--- src/rtl/char_mem_pkg.sv ---
// Shared widths, grid geometry, FSM state encoding and the write-cell record
// used by the character-memory write arbiter.
package char_mem_pkg;

    localparam int X_W      = 7;
    localparam int Y_W      = 6;
    localparam int ASCII_W  = 7;
    localparam int COLOUR_W = 6;

    localparam int COLS_L = 80;
    localparam int ROWS_L = 60;
    localparam int COLS_S = 40;
    localparam int ROWS_S = 30;

    typedef enum logic [1:0] {
        ST_IDLE  = 2'd0,
        ST_CLEAR = 2'd1,
        ST_DONE  = 2'd2
    } arb_state_e;

    typedef struct packed {
        logic [X_W-1:0]      x;
        logic [Y_W-1:0]      y;
        logic [ASCII_W-1:0]  ascii;
        logic [COLOUR_W-1:0] colour;
    } wr_cell_t;

endpackage

--- src/rtl/char_write_arbiter_if.sv ---
// Request/grant, clear-control and memory write-port bundle of the arbiter.
// master = requesters and memory side, slave = the arbiter itself.
interface char_write_arbiter_if;
    import char_mem_pkg::*;

    logic                sL;
    logic                e_req;
    logic [X_W-1:0]      e_x;
    logic [Y_W-1:0]      e_y;
    logic [ASCII_W-1:0]  e_ascii;
    logic [COLOUR_W-1:0] e_colour;
    logic                e_gnt;
    logic                s_req;
    logic [X_W-1:0]      s_x;
    logic [Y_W-1:0]      s_y;
    logic [ASCII_W-1:0]  s_ascii;
    logic [COLOUR_W-1:0] s_colour;
    logic                s_gnt;
    logic                clr_req;
    logic                clr_busy;
    logic                clr_done;
    logic [X_W-1:0]      wrx;
    logic [Y_W-1:0]      wry;
    logic [ASCII_W-1:0]  wascii;
    logic [COLOUR_W-1:0] wcolour;
    logic                wren;

    modport master (
        output sL, e_req, e_x, e_y, e_ascii, e_colour,
        output s_req, s_x, s_y, s_ascii, s_colour, clr_req,
        input  e_gnt, s_gnt, clr_busy, clr_done,
        input  wrx, wry, wascii, wcolour, wren
    );

    modport slave (
        input  sL, e_req, e_x, e_y, e_ascii, e_colour,
        input  s_req, s_x, s_y, s_ascii, s_colour, clr_req,
        output e_gnt, s_gnt, clr_busy, clr_done,
        output wrx, wry, wascii, wcolour, wren
    );

endinterface

--- src/rtl/clear_sweeper.sv ---
// Row-major x/y cell counters for the clear sweep; grid size is latched on start
// so the sweep geometry cannot change once running.
module clear_sweeper
    import char_mem_pkg::*;
(
    input  logic           clk,
    input  logic           reset,
    input  logic           start_i,
    input  logic           step_i,
    input  logic           sl_i,
    output logic [X_W-1:0] x_o,
    output logic [Y_W-1:0] y_o,
    output logic           last_o
);

    localparam logic [X_W-1:0] X_MAX_L = X_W'(COLS_L - 1);
    localparam logic [X_W-1:0] X_MAX_S = X_W'(COLS_S - 1);
    localparam logic [Y_W-1:0] Y_MAX_L = Y_W'(ROWS_L - 1);
    localparam logic [Y_W-1:0] Y_MAX_S = Y_W'(ROWS_S - 1);

    logic [X_W-1:0] x_q, x_d;
    logic [Y_W-1:0] y_q, y_d;
    logic           large_q, large_d;
    logic [X_W-1:0] x_max_s;
    logic [Y_W-1:0] y_max_s;

    assign x_max_s = large_q ? X_MAX_L : X_MAX_S;
    assign y_max_s = large_q ? Y_MAX_L : Y_MAX_S;
    assign last_o  = (x_q == x_max_s) && (y_q == y_max_s);
    assign x_o     = x_q;
    assign y_o     = y_q;

    // Counter next-state: restart on start, advance one cell per step
    always_comb begin
        x_d     = x_q;
        y_d     = y_q;
        large_d = large_q;
        if (start_i) begin
            x_d     = {X_W{1'b0}};
            y_d     = {Y_W{1'b0}};
            large_d = sl_i;
        end else if (step_i) begin
            if (x_q == x_max_s) begin
                x_d = {X_W{1'b0}};
                if (y_q == y_max_s) begin
                    y_d = {Y_W{1'b0}};
                end else begin
                    y_d = y_q + Y_W'(1);
                end
            end else begin
                x_d = x_q + X_W'(1);
                y_d = y_q;
            end
        end else begin
            x_d     = x_q;
            y_d     = y_q;
            large_d = large_q;
        end
    end

    // Counter and grid-size registers
    always_ff @(posedge clk) begin
        if (reset) begin
            x_q     <= {X_W{1'b0}};
            y_q     <= {Y_W{1'b0}};
            large_q <= 1'b0;
        end else begin
            x_q     <= x_d;
            y_q     <= y_d;
            large_q <= large_d;
        end
    end

endmodule

--- src/rtl/char_write_arbiter.sv ---
// Round-robin edit/search write arbiter with a registered write port and an
// optional full-grid clear sweep (enabled by defining CHAR_ARB_CLEAR_EN).
module char_write_arbiter
    import char_mem_pkg::*;
#(
    parameter logic [COLOUR_W-1:0] CLR_COLOUR  = 6'h3F,
    parameter logic [ASCII_W-1:0]  BLANK_ASCII = 7'h20
) (
    input  logic                clk,
    input  logic                reset,
    char_write_arbiter_if.slave bus
);

    localparam wr_cell_t CELL_ZERO = wr_cell_t'({$bits(wr_cell_t){1'b0}});

    arb_state_e     state_q, state_d;
    logic           last_srch_q, last_srch_d;
    logic           e_gnt_q, e_gnt_d;
    logic           s_gnt_q, s_gnt_d;
    logic           pend_vld_q, pend_vld_d;
    wr_cell_t       pend_q, pend_d;
    wr_cell_t       wr_q, wr_d;
    logic           wren_q, wren_d;
    logic           clr_busy_q, clr_busy_d;
    logic           clr_done_q, clr_done_d;

    logic           clr_fire_s;
    logic           arb_ok_s;
    logic           grant_e_s;
    logic           grant_s_s;
    logic           sw_step_s;
    logic           sw_last_s;
    logic [X_W-1:0] sw_x_s;
    logic [Y_W-1:0] sw_y_s;

    assign sw_step_s = (state_q == ST_CLEAR);

`ifdef CHAR_ARB_CLEAR_EN
    assign clr_fire_s = bus.clr_req && (state_q == ST_IDLE);

    clear_sweeper u_sweeper (
        .clk     (clk),
        .reset   (reset),
        .start_i (clr_fire_s),
        .step_i  (sw_step_s),
        .sl_i    (bus.sL),
        .x_o     (sw_x_s),
        .y_o     (sw_y_s),
        .last_o  (sw_last_s)
    );
`else
    logic unused_s;
    assign unused_s   = ^{bus.clr_req, bus.sL, sw_step_s};
    assign clr_fire_s = 1'b0;
    assign sw_x_s     = {X_W{1'b0}};
    assign sw_y_s     = {Y_W{1'b0}};
    assign sw_last_s  = 1'b0;
`endif

    // A clear request takes the cycle; the requester not granted last wins a tie
    assign arb_ok_s  = (state_q == ST_IDLE) && !clr_fire_s;
    assign grant_e_s = arb_ok_s && bus.e_req && (!bus.s_req || last_srch_q);
    assign grant_s_s = arb_ok_s && bus.s_req && (!bus.e_req || !last_srch_q);

    // FSM state register
    always_ff @(posedge clk) begin
        if (reset) begin
            state_q <= ST_IDLE;
        end else begin
            state_q <= state_d;
        end
    end

    // FSM next-state logic
    always_comb begin
        state_d = state_q;
        case (state_q)
            ST_IDLE: begin
                if (clr_fire_s) begin
                    state_d = ST_CLEAR;
                end else begin
                    state_d = ST_IDLE;
                end
            end
            ST_CLEAR: begin
                if (sw_last_s) begin
                    state_d = ST_DONE;
                end else begin
                    state_d = ST_CLEAR;
                end
            end
            ST_DONE: state_d = ST_IDLE;
            default: state_d = ST_IDLE;
        endcase
    end

    // Output logic: grants, captured cell, write-port mux and clear status
    always_comb begin
        last_srch_d = last_srch_q;
        e_gnt_d     = grant_e_s;
        s_gnt_d     = grant_s_s;
        pend_d      = pend_q;
        pend_vld_d  = 1'b0;
        wr_d        = wr_q;
        wren_d      = 1'b0;
        if (grant_e_s) begin
            pend_d      = '{x: bus.e_x, y: bus.e_y, ascii: bus.e_ascii, colour: bus.e_colour};
            pend_vld_d  = 1'b1;
            last_srch_d = 1'b0;
        end else if (grant_s_s) begin
            pend_d      = '{x: bus.s_x, y: bus.s_y, ascii: bus.s_ascii, colour: bus.s_colour};
            pend_vld_d  = 1'b1;
            last_srch_d = 1'b1;
        end else begin
            pend_d      = pend_q;
            pend_vld_d  = 1'b0;
            last_srch_d = last_srch_q;
        end
        // Grants never coexist with CLEAR, so a pending cell never collides with a sweep write
        if (state_q == ST_CLEAR) begin
            wren_d = 1'b1;
            wr_d   = '{x: sw_x_s, y: sw_y_s, ascii: BLANK_ASCII, colour: CLR_COLOUR};
        end else if (pend_vld_q) begin
            wren_d = 1'b1;
            wr_d   = pend_q;
        end else begin
            wren_d = 1'b0;
            wr_d   = wr_q;
        end
        clr_busy_d = (state_d == ST_CLEAR);
        clr_done_d = (state_d == ST_DONE);
    end

    // Registered outputs and arbitration state
    always_ff @(posedge clk) begin
        if (reset) begin
            last_srch_q <= 1'b1;
            e_gnt_q     <= 1'b0;
            s_gnt_q     <= 1'b0;
            pend_vld_q  <= 1'b0;
            pend_q      <= CELL_ZERO;
            wr_q        <= CELL_ZERO;
            wren_q      <= 1'b0;
            clr_busy_q  <= 1'b0;
            clr_done_q  <= 1'b0;
        end else begin
            last_srch_q <= last_srch_d;
            e_gnt_q     <= e_gnt_d;
            s_gnt_q     <= s_gnt_d;
            pend_vld_q  <= pend_vld_d;
            pend_q      <= pend_d;
            wr_q        <= wr_d;
            wren_q      <= wren_d;
            clr_busy_q  <= clr_busy_d;
            clr_done_q  <= clr_done_d;
        end
    end

    assign bus.e_gnt    = e_gnt_q;
    assign bus.s_gnt    = s_gnt_q;
    assign bus.clr_busy = clr_busy_q;
    assign bus.clr_done = clr_done_q;
    assign bus.wren     = wren_q;
    assign bus.wrx      = wr_q.x;
    assign bus.wry      = wr_q.y;
    assign bus.wascii   = wr_q.ascii;
    assign bus.wcolour  = wr_q.colour;

endmodule

--- src/flat_wrapper.sv ---
// flat-port wrapper written by rule: the top's interface ports become plain ports
module char_write_arbiter_flat import char_mem_pkg::*;
#(
    parameter logic [COLOUR_W-1:0] CLR_COLOUR  = 6'h3F,
    parameter logic [ASCII_W-1:0]  BLANK_ASCII = 7'h20
)
  (clk, reset, bus_sL, bus_e_req, bus_e_x, bus_e_y, bus_e_ascii, bus_e_colour, bus_s_req, bus_s_x, bus_s_y, bus_s_ascii, bus_s_colour, bus_clr_req, bus_e_gnt, bus_s_gnt, bus_clr_busy, bus_clr_done, bus_wrx, bus_wry, bus_wascii, bus_wcolour, bus_wren);
  char_write_arbiter_if bus_i ();
  input  logic clk;
  input  logic reset;
  input wire logic [$bits(bus_i.sL)-1:0] bus_sL;
  input wire logic [$bits(bus_i.e_req)-1:0] bus_e_req;
  input wire logic [$bits(bus_i.e_x)-1:0] bus_e_x;
  input wire logic [$bits(bus_i.e_y)-1:0] bus_e_y;
  input wire logic [$bits(bus_i.e_ascii)-1:0] bus_e_ascii;
  input wire logic [$bits(bus_i.e_colour)-1:0] bus_e_colour;
  input wire logic [$bits(bus_i.s_req)-1:0] bus_s_req;
  input wire logic [$bits(bus_i.s_x)-1:0] bus_s_x;
  input wire logic [$bits(bus_i.s_y)-1:0] bus_s_y;
  input wire logic [$bits(bus_i.s_ascii)-1:0] bus_s_ascii;
  input wire logic [$bits(bus_i.s_colour)-1:0] bus_s_colour;
  input wire logic [$bits(bus_i.clr_req)-1:0] bus_clr_req;
  output wire logic [$bits(bus_i.e_gnt)-1:0] bus_e_gnt;
  output wire logic [$bits(bus_i.s_gnt)-1:0] bus_s_gnt;
  output wire logic [$bits(bus_i.clr_busy)-1:0] bus_clr_busy;
  output wire logic [$bits(bus_i.clr_done)-1:0] bus_clr_done;
  output wire logic [$bits(bus_i.wrx)-1:0] bus_wrx;
  output wire logic [$bits(bus_i.wry)-1:0] bus_wry;
  output wire logic [$bits(bus_i.wascii)-1:0] bus_wascii;
  output wire logic [$bits(bus_i.wcolour)-1:0] bus_wcolour;
  output wire logic [$bits(bus_i.wren)-1:0] bus_wren;
  assign bus_i.sL = bus_sL;
  assign bus_i.e_req = bus_e_req;
  assign bus_i.e_x = bus_e_x;
  assign bus_i.e_y = bus_e_y;
  assign bus_i.e_ascii = bus_e_ascii;
  assign bus_i.e_colour = bus_e_colour;
  assign bus_i.s_req = bus_s_req;
  assign bus_i.s_x = bus_s_x;
  assign bus_i.s_y = bus_s_y;
  assign bus_i.s_ascii = bus_s_ascii;
  assign bus_i.s_colour = bus_s_colour;
  assign bus_i.clr_req = bus_clr_req;
  assign bus_e_gnt = bus_i.e_gnt;
  assign bus_s_gnt = bus_i.s_gnt;
  assign bus_clr_busy = bus_i.clr_busy;
  assign bus_clr_done = bus_i.clr_done;
  assign bus_wrx = bus_i.wrx;
  assign bus_wry = bus_i.wry;
  assign bus_wascii = bus_i.wascii;
  assign bus_wcolour = bus_i.wcolour;
  assign bus_wren = bus_i.wren;
  char_write_arbiter #(.CLR_COLOUR(CLR_COLOUR), .BLANK_ASCII(BLANK_ASCII)) u_core (.clk(clk), .reset(reset), .bus(bus_i));
endmodule
--- config.mk ---
export PLATFORM = sky130hd
export DESIGN_NAME = char_write_arbiter_flat
export DESIGN_NICKNAME = d
export VERILOG_FILES = /design/src/rtl/char_mem_pkg.sv /design/src/rtl/char_write_arbiter_if.sv /design/src/rtl/clear_sweeper.sv /design/src/rtl/char_write_arbiter.sv /design/src/flat_wrapper.sv
export SDC_FILE = /design/constraint.sdc
export NUM_CORES = 1
export LEC_CHECK = 0
export ABC_AREA = 1
export CAP_MARGIN = 10
export CORE_MARGIN = 3
export CORE_UTILIZATION = 42
export DETAILED_ROUTE_END_ITERATION = 10
export HOLD_SLACK_MARGIN = 0.08
export PLACE_DENSITY = 0.77
export SYNTH_ARGS = -nofsm -noshare
export SYNTH_HDL_FRONTEND = slang
export SYNTH_SLANG_ARGS = --single-unit
--- constraint.sdc ---
create_clock -name clk -period 1.05 [get_ports clk]
set_input_delay 0.21 -clock clk [delete_from_list [all_inputs] [get_ports clk]]
set_output_delay 0.21 -clock clk [all_outputs]
set_load 0.005 [all_outputs]
==> summary.md, run 1 <==
| Metric | Value |
|---|---|
| Cts hold-fix bufs | `0` |
| Starting Density | `0.4476` |
| Gp weighted congestion | `0.8400` |
| Internal power | `4.393 mW` |
| Crit end category | `flip-flop` |
| Layout Cells excl Fill | `557` |
| Clk_skew | `0.006640 ns` |
| Final min period | `0.9990 ns` |
| H-tree lvl count | `3` |
| Clock sink count | `57` |
| CP Class | `in2reg` |
| Worst Setup EP | `u_core.bus.wcolour[4]` |
| Setup-failing EPs final | `0` |
| Reg-to-Reg Start | `u_core.last_srch_q` |
| DR WL/cell | `14.05 um` |
| Vias per cell | `5.171` |
| Die area | `0.007539 mm2` |
| Max Clk Rate | `1.001 GHz` |
| Max Cap Viol | `0` |
| Top post-synthesis cells by area | `dfxtp_1, inv_1, nand3_1` |
| # rows | `28` |
| Status | `finished, final reports clean` |
| WL final | `7826 um` |
| Crit share post-route | `0.9514` |
| Ratio of cells with drive above 1 in the final layout | `0.2531` |
| Critical Path RT | `1.29 ns` |
| Worst Path Max Fanout | `32` |
| Reg-to-reg endpoint | `u_core.pend_q[13]` |
| Worst Hold Class | `reg2reg` |
| Total track usage | `0.2109` |
| Final Worst Setup Slack | `0.05102 ns` |
| DR pass1 iterations | `5` |
| Cell area power density | `1479 mW/mm2` |
| Critical path startpoint | `reset` |
| Placed insts | `543` |
| Initial DRC Count | `205` |
| Dpl hpwl | `5371 um` |
| Yosys cell types | `19` |
| Average cell area after synthesis | `7.072 um2` |
| Top_reg_cell synth | `dfxtp_1` |
| Die Width | `86.83 um` |
| Worst-path clk slew | `0.07 ns` |
| R2R Setup Slk | `0.06 ns` |
| IO Port Bufs | `84` |
| Asr flop ratio synth | `0` |
| Synth top area share | `0.4159` |
| Sequential Power Share | `0.416` |
| Clock latency on the worst-skew pair | `0.33 ns` |
| Peak supply drop | `823.2 uV` |
| Largest net degree at the start of global routing | `35` |
| Vias in the first global route | `2,616` |
| Initial antenna violation count | `0` |
| CP Launch Type | `primary input` |
| Area leader, netlist | `dfxtp_1` |
| Maximum buffer depth of the clock tree | `2` |
| Most common cell in the synthesized netlist | `inv_1` |
| DR vias | `2,880` |
| Clk pwr share | `0.383` |
| Max-slew violation count | `0` |
| Flops & latches, synth | `57` |
| Fin Setup TNS | `0 ns` |
| Sequential-to-total area share from yosys stat | `0.4159` |
| Die height | `86.83 um` |
| First-pass GRT wire length | `12,430 um` |
| Fill count | `524` |
| Fin nets | `537` |
| Synth Warn # | `0` |
| Switch Pwr | `1.503 mW` |
| Switching Share | `0.2549` |
| CTS tree | `built` |
| ANT nets after route | `0` |
| DRC viols | `0` |
| PnR Total Power | `5.896 mW` |
| Num CTS Buffers | `9` |
| Congestion Overflow GR | `0` |
| Worst Reg-to-Reg Cells | `6` |
| N_diodes | `0` |
| IO Count | `89` |
| Final Hold Viols | `0` |
| Number of synthesized flops with an enable pin | `0` |
| Clock Tree Root | `clkbuf_8` |
| Comb power frac | `0.202` |
| Final Util | `0.6504` |
| Core ar. | `0.006131 mm2` |
| Area growth syn-to-layout | `45.33%` |
| WP data arrival | `1.24 ns` |
| Setup WS pre-CTS | `-0.4832 ns` |
| Leak | `2.016 nW` |
| Syn Inst Count | `388` |
| Cell area after synthesis | `0.002744 mm2` |
| Commonest cells post-synth | `inv_1, dfxtp_1, nand2_1` |
layout by cell type (no fill, tap or decap), types with 26 or more instances in the layout:
master           instances
nand2_1                 52
dfxtp_2                 28
nand4_1                 26
inv_1                   71
dfxtp_1                 29
nand3_1                 52
o21ai_0                 26
a21oi_1                 35
buf_2                   29
clkdlybuf4s50_1         53
worst max-delay path: stages:
cell and delay (ns):
clkdlybuf4s50_1 0.43, inv_2 0.12, buf_12 0.18, o21ai_0 0.13, a21oi_1 0.17
kinds of logic (layout without fill, tap and decap cells):
kind of cell,after synthesis,after routing,synth area share
other,1,2,0.001367
buffers and inverters,107,200,0.1746
AND/OR/NAND/NOR,147,147,0.2549
flip-flops,57,57,0.4159
AO/OA/AOI/OAI,76,76,0.1532
repair_timing:
item | in CTS | in global routing
buffers inserted | 0 | 0
pin swaps | 1 | 0
endpoints found under the setup margin | 55 | 16
gates resized for setup | 149 | 9
flip-flops by register name (all words and copies together) (netlist names):
name / flops
u_core.bus.wrx: 7
u_core.bus.wcolour: 6
u_core.bus.wren: 1
u_core.pend_q: 26
u_core.bus.wry: 6
u_core.last_srch_q: 1
u_core.bus.wascii: 7
u_core.bus.e_gnt: 1
u_core.bus.s_gnt: 1
u_core.pend_vld_q: 1
final cells by class:
class                      instances  area, um2  area share
sequential                        57       1176      0.2949
multi-input combinational        225       1165      0.2921
timing repair buffer             111       1050      0.2633
inverter                          75      286.5     0.07185
clock buffer                      11      151.4     0.03797
tap                               75      93.84     0.02353
clock inverter                     3      65.06     0.01632
stage by stage:
step | hold WS [ns] | area [um2]
6_report | 0.4471 | 3988
5_1_grt | 0.4627 | 3988
4_1_cts | 0.4459 | 3956
3_5_place_dp | 0.4459 | 3842
3_3_place_gp | 0.4396 | 3842
2_1_floorplan | 0.4336 | 2748
metal layers:
layer	global-route usage	vias up	part of all wire
met5	0	-	0
met4	0.07649	0	0.012
met3	0.04183	12	0.066
met2	0.3527	125	0.50
met1	0.2682	1314	0.42
li1	-	1429	-
worst min-delay path by stage:
stage | slack [ns] | depth (start not counted) | end | startpoint
after floorplan | 0.43 | 2 | u_core.bus.wascii[0] | u_core.pend_q[6]
after global placement | 0.44 | 2 | u_core.bus.wcolour[1] | u_core.pend_q[1]
after detailed placement | 0.45 | 2 | u_core.bus.wascii[3] | u_core.pend_q[9]
after CTS | 0.45 | 2 | u_core.bus.wcolour[0] | u_core.pend_q[0]
after global routing | 0.46 | 2 | u_core.bus.wcolour[0] | u_core.pend_q[0]
final | 0.45 | 2 | u_core.bus.wcolour[0] | u_core.pend_q[0]
power by group through the flow:
stage          Combinational (mW)  Clock, mW  Sequential [mW]
6_report                     1.19       2.26             2.45
5_1_grt                      1.30       2.40             2.47
4_1_cts                      1.17       2.29             2.45
3_5_place_dp                 1.23          0             2.48
3_3_place_gp                 1.20          0             2.47
2_1_floorplan               0.598          0             2.47
No activity file was read; power rests on OpenSTA's default activity.
==> run 2, diff against run 1 <==
CORE_UTILIZATION = 46   (was 42)
PLACE_DENSITY = 0.8   (was 0.77)
clock period = 0.95 ns   (was 1.05 ns; I/O delays follow)
==> run 2 against run 1 <==
  * The run now ends with negative setup slack left
  * Non-clock buffer count up 7
  * Critical endpoint is now u_core.pend_q[23]
  * Critical path depth unchanged
  * Worst setup slack worse by 0.15 ns
==> summary.md, run 2 (same netlist as run 1, synthesis figures left out) <==
| Metric | Value |
|---|---|
| Peak supply drop | `1225 uV (+49%)` |
| Largest Register | `u_core.pend_q` |
| Die height | `83.24 um (-4.1%)` |
| Clk_skew | `0.007007 ns (+0.0003662 ns)` |
| Worst Hold Class | `in2reg` |
| CTS tree | `built` |
| Leak | `2.096 nW (+4.0%)` |
| WL final | `8469 um (+8.2%)` |
| First-pass GRT wire length | `12,630 um (+1.6%)` |
| Most frequent cells in the layout | `inv_1, clkdlybuf4s50_1, nand2_1, nand3_1` |
| Dpl hpwl | `5280 um (-1.7%)` |
| CP Launch Type | `flip-flop` |
| Worst path max stage delay | `0.37 ns (-0.06 ns)` |
| Crit end category | `flip-flop` |
| PnR Total Power | `6.272 mW (+6.4%)` |
| IO Count | `89 (unchanged)` |
| Setup WS pre-CTS | `-0.5869 ns (-0.1037 ns)` |
| Maximum buffer depth of the clock tree | `2 (unchanged)` |
| DR WL/cell | `15.04 um (+7.1%)` |
| H-tree lvl count | `3 (unchanged)` |
| Clock Tree Root | `clkbuf_8` |
| Vias per cell | `5.258 (+1.7%)` |
| Area growth syn-to-layout | `55.86%` |
| Gp weighted congestion | `0.9125 (+8.6%)` |
| Initial antenna violation count | `0 (unchanged)` |
| IO Port Bufs | `84 (unchanged)` |
| Dpl cell area | `0.003846 mm2 (about the same)` |
| R2R Setup Slk | `-0.1 ns (-0.16 ns)` |
| Final Hold Viols | `0 (unchanged)` |
| Max Cap Viol | `0 (unchanged)` |
| Largest register FFs | `26 (unchanged)` |
| Final Worst Setup Slack | `-0.09994 ns (-0.1510 ns)` |
| Cell area power density | `1467 mW/mm2 (-0.81%)` |
| Crit share post-route | `1.105` |
| Ratio of cells with drive above 1 in the final layout | `0.3157 (+0.06257)` |
| Critical Path RT | `1.17 ns (-0.12 ns)` |
| Status | `complete, but fails checks` |
| Clock sink count | `57 (unchanged)` |
| Initial DRC Count | `235 (+15%)` |
| Final min period | `1.050 ns` |
| N_diodes | `0 (unchanged)` |
| DRC viols | `0 (unchanged)` |
| Clock latency on the worst-skew pair | `0.33 ns (about the same)` |
| # rows | `27 (-3.6%)` |
| ANT nets after route | `0 (unchanged)` |
| Num CTS Buffers | `9 (unchanged)` |
| Post-route design area | `0.004277 mm2 (+7.2%)` |
| Worst-path clk slew | `0.06 ns (about the same)` |
| Core ar. | `0.005642 mm2 (-8.0%)` |
| Max Clk Rate | `0.9524 GHz` |
| Congestion Overflow GR | `0 (unchanged)` |
| Failing checks | `negative setup slack` |
| Fin nets | `544 (+1.3%)` |
| Starting Density | `0.4864 (+0.03881)` |
| Sequence of cells on the critical path | `nand2_8, buf_12, nand4_1, nand2_2, a21oi_4` |
| Vias in the first global route | `2,731 (+4.4%)` |
| Die area | `0.006928 mm2 (-8.1%)` |
| Largest net degree at the start of global routing | `36 (+2.9%)` |
| Die Width | `83.24 um (-4.1%)` |
| WP data arrival | `1.27 ns (+0.03 ns)` |
| DR pass1 iterations | `5 (unchanged)` |
| Total track usage | `0.2215 (+0.01059)` |
| WHS | `0.2975 ns (-0.1495 ns)` |
| Cell at the slowest stage of the critical path | `dfxtp_4` |
| Setup-failing EPs final | `51 (+51)` |
| Most common cell after layout, fill and taps aside | `inv_1` |
| RSZ-0062 raised after global routing | `yes` |
| DR vias | `2,960 (+2.8%)` |
| CP Class | `reg2reg` |
| Max-slew violation count | `0 (unchanged)` |
| Worst Path Max Fanout | `24 (-25%)` |
==> run 2: changes by cell type in the layout (fill, tap and decap cells not counted), sizes merged <==
cell and change:
dlygate4sd2 -1, clkinvlp +1, clkbuf +6, clkdlybuf4s50 -1
buf +5, bufinv -2, dlymetal6s2s +1
==> run 2: worst paths after layout <==
kind | start | endpoint | cells past startpoint
worst min-delay path | reset | u_core.pend_vld_q | 3
worst max-delay path | u_core.last_srch_q | u_core.pend_q[23] | 5
worst max register to register | u_core.last_srch_q | u_core.pend_q[23] | 5
worst min register to register | u_core.pend_q[0] | u_core.bus.wcolour[0] | 2
==> run 2: cell type report <==
| cell class | count | area [um2] |
|---|---|---|
| well taps | 72 | 90.09 |
| multi-input cells | 225 | 1289 |
| clock buffers | 14 | 162.7 |
| fillers | 415 | 1365 |
| inverters | 75 | 289.0 |
| repair buffers | 118 | 1250 |
| clock inverters | 2 | 12.51 |
| flip-flops and latches | 57 | 1184 |
==> run 2: per-layer routing <==
metal | routed length (um) | vias to the layer above | share of wire | track usage
met5 | 0 | - | 0 | 0
met4 | 122 | 0 | 0.014 | 0.07578
met3 | 498 | 13 | 0.059 | 0.06052
met2 | 4269 | 116 | 0.50 | 0.3673
met1 | 3579 | 1386 | 0.42 | 0.2763
li1 | - | 1445 | - | -
==> run 2: critical path: cells and delay by family, from the launching register on <==
family / cells / cell delay (ns)
compound gates: 1 / 0.04
buf+inv: 1 / 0.17
flops: 1 / 0.37
simple gates: 3 / 0.35
==> run 2: per-stage QoR <==
stage | cells | setup TNS (ns) | utilization
2_1_floorplan | 389 | 0 | -
6_report | 563 | -1.513 | 0.7580
4_1_cts | 561 | -0.9336 | 0.7161
3_5_place_dp | 540 | -25.47 | 0.6817
3_3_place_gp | 540 | -22.81 | 0.6817
5_1_grt | 563 | -3.216 | 0.7580
==> run 2: where the power goes <==
group | switching, mW | total [mW] | internal, mW
combinational | 0.746 | 1.53 | 0.784
sequential | 0.108 | 2.73 | 2.62
clock | 0.925 | 2.01 | 1.09
total | 1.78 | 6.27 | 4.49
==> run 2: what timing repair did <==
item / CTS / global route
setup endpoints to repair: 62 / 78
gates cloned: 0 / 3
resized for setup: 166 / 45
hold buffers: 0 / 0
pin swaps: 2 / 0
hold endpoints to repair: 0 / 0
setup buffers: 5 / 0
==> run 3, diff against run 2 <==
CORE_UTILIZATION = 48   (was 46)
CTS_BUF_LIST = sky130_fd_sc_hd__clkbuf_2 sky130_fd_sc_hd__clkbuf_4 sky130_fd_sc_hd__clkbuf_8   (was unset)
PLACE_DENSITY = 0.83   (was 0.8)
==> run 3 against run 2 <==
  * Fmax down 6.7%
  * Via count up 6.7%
  * Largest power group unchanged
  * Flip-flop and latch count unchanged
  * Sequential share of layout area fell by 0.30 points
  * Global-route usage is 3.9 points higher
  * Power grew 2.4%
  * The flow still finishes with violations (negative setup slack)
  * Clock-buffer cell count decreased by 1
  * Worst setup slack got worse by 0.075 ns
  * Clock skew rose by 0.00065 ns
  * Die area is 3.9% lower
==> summary.md, run 3 (same netlist as run 1, synthesis figures left out) <==
| Metric | Value |
|---|---|
| # rows | `26 (-3.7%)` |
| DR WL/cell | `16.85 um (+12%)` |
| Leak | `2.143 nW (+2.2%)` |
| Core ar. | `0.005303 mm2 (-6.0%)` |
| Critical Path RT | `1.21 ns (+0.04 ns)` |
| Crit share post-route | `1.184 (+0.07888)` |
| WL final | `9505 um (+12%)` |
| Failing checks | `negative setup slack` |
| Setup WS pre-CTS | `-0.5303 ns (+0.05654 ns)` |
| IO Port Bufs | `84 (unchanged)` |
| Final min period | `1.125 ns (+0.07494 ns)` |
| CTS tree | `built` |
| Largest Register | `u_core.pend_q` |
| Cell at the slowest stage of the critical path | `dfxtp_4` |
| Met2 wire length | `4738 um (+11%)` |
| Cell area power density | `1488 mW/mm2 (+1.4%)` |
| Met3 wire len | `870 um (+75%)` |
| Clock latency on the worst-skew pair | `0.34 ns (about the same)` |
| Worst path max stage delay | `0.39 ns (+0.02 ns)` |
| Crit end category | `flip-flop` |
| Congestion Overflow GR | `0 (unchanged)` |
| Status | `complete, but fails checks` |
| Starting Density | `0.5175 (+0.03110)` |
| Worst-path clk slew | `0.07 ns (about the same)` |
| Register Area | `0.001182 mm2 (-0.11%)` |
| Clock Tree Root | `clkbuf_8` |
| Final Worst Setup Slack | `-0.1749 ns (-0.07494 ns)` |
| ANT nets after route | `0 (unchanged)` |
| Ratio of cells with drive above 1 in the final layout | `0.3117 (-0.003941)` |
| Multi-input gate area | `0.001264 mm2 (-1.9%)` |
| DRC viols | `0 (unchanged)` |
| WP data arrival | `1.38 ns (+0.11 ns)` |
| Fill count | `321 (-23%)` |
| CP Class | `reg2reg` |
| Setup-failing EPs final | `53 (+3.9%)` |
| DR pass1 iterations | `6 (+1)` |
| CP Launch Type | `flip-flop` |
| Peak supply drop | `1162 uV (-5.2%)` |
| Max-slew violation count | `0 (unchanged)` |
| H-tree lvl count | `3 (unchanged)` |
| Die Width | `81.61 um (-2.0%)` |
| Vias per cell | `5.599 (+6.5%)` |
| Final Util | `0.8145 (+0.05650)` |
| Sequence of cells on the critical path | `nand2_8, clkbuf_16, nand3_1, nand2_1, a21oi_1` |
| Fin nets | `547 (+0.55%)` |
| RSZ-0062 raised after global routing | `yes` |
| Dpl hpwl | `5128 um (-2.9%)` |
| Max Clk Rate | `0.8890 GHz (-6.7%)` |
| Worst Hold Class | `in2reg` |
| Largest register FFs | `26 (unchanged)` |
| Max Cap Viol | `0 (unchanged)` |
| Initial antenna violation count | `0 (unchanged)` |
| Most common cell after layout, fill and taps aside | `inv_1` |
| Num CTS Buffers | `9 (unchanged)` |
| Highest routed metal layer | `met4` |
| Most frequent cells in the layout | `inv_1, clkdlybuf4s50_1, nand2_1, nand3_1, dfxtp_1` |
| Vias in the first global route | `2,764 (+1.2%)` |
| Gp weighted congestion | `0.8861 (-2.9%)` |
| First-pass GRT wire length | `13,300 um (+5.3%)` |
| Maximum buffer depth of the clock tree | `2 (unchanged)` |
| IO Count | `89 (unchanged)` |
| Final Hold Viols | `0 (unchanged)` |
| Clock sink count | `57 (unchanged)` |
| Die area | `0.006659 mm2 (-3.9%)` |
| Clk_skew | `0.007655 ns (+0.0006488 ns)` |
| DR vias | `3,158 (+6.7%)` |
| Initial DRC Count | `449 (+91%)` |
| Worst Path Max Fanout | `15 (-38%)` |
| N_diodes | `0 (unchanged)` |
| Total track usage | `0.2606 (+0.03907)` |
| Area growth syn-to-layout | `57.41%` |
| Largest net degree at the start of global routing | `31 (-14%)` |
| Die height | `81.61 um (-2.0%)` |
| Met1 wire length | `3637 um (+1.6%)` |
[run 3: path summary, 6_finish.rpt]
kind	from	end	slack [ns]	cells past startpoint
max	u_core.last_srch_q	u_core.pend_q[23]	-0.17	5
min	reset	u_core.pend_vld_q	0.36	3
max reg2reg	u_core.last_srch_q	u_core.pend_q[23]	-0.17	5
min reg2reg	u_core.pend_q[1]	u_core.bus.wcolour[1]	0.45	2
[run 3: final cells by class]
class | instances | area share
clock buffer | 13 | 0.03853
tap | 70 | 0.02028
sequential | 57 | 0.2738
inverter | 75 | 0.06692
clock inverter | 3 | 0.003476
multi-input combinational | 225 | 0.2926
timing repair buffer | 121 | 0.3045
[run 3: repair_timing]
action                                  4_1_cts  5_1_grt
gates cloned                                  4        3
endpoints found under the setup margin       62       63
hold buffers                                  0        0
pin swaps                                     3        1
buffers inserted                              3        1
resized for setup                           175       38
[run 3: critical path, delay by kind of cell (launching register included)]
kind            cells  cell delay [ns]
compound gates      1             0.18
buf+inv             1             0.20
flops               1             0.39
simple gates        3             0.26
[run 3: per-stage QoR]
stage / instance area (um2) / hold WS [ns] / std cells / total power [mW] / TNS [ns]
2_1_floorplan: 2763 / 0.4313 / 389 / 3.401 / 0
3_3_place_gp: 3811 / 0.4419 / 537 / 4.045 / -22.28
3_5_place_dp: 3811 / 0.4479 / 537 / 4.087 / -23.96
4_1_cts: 4086 / 0.3470 / 560 / 6.177 / -1.039
5_1_grt: 4319 / 0.3789 / 564 / 6.701 / -3.966
6_report: 4319 / 0.3568 / 564 / 6.425 / -2.327
[run 3: layer usage]
metal	GRT usage	up-vias
li1	-	1451
met1	0.3404	1458
met2	0.4267	214
met3	0.06031	35
met4	0.08306	0
met5	0	-
[run 3: where the power goes]
| group | internal (mW) | switching, mW |
|---|---|---|
| clock network | 1.13 | 0.964 |
| logic | 0.819 | 0.776 |
| registers | 2.62 | 0.111 |
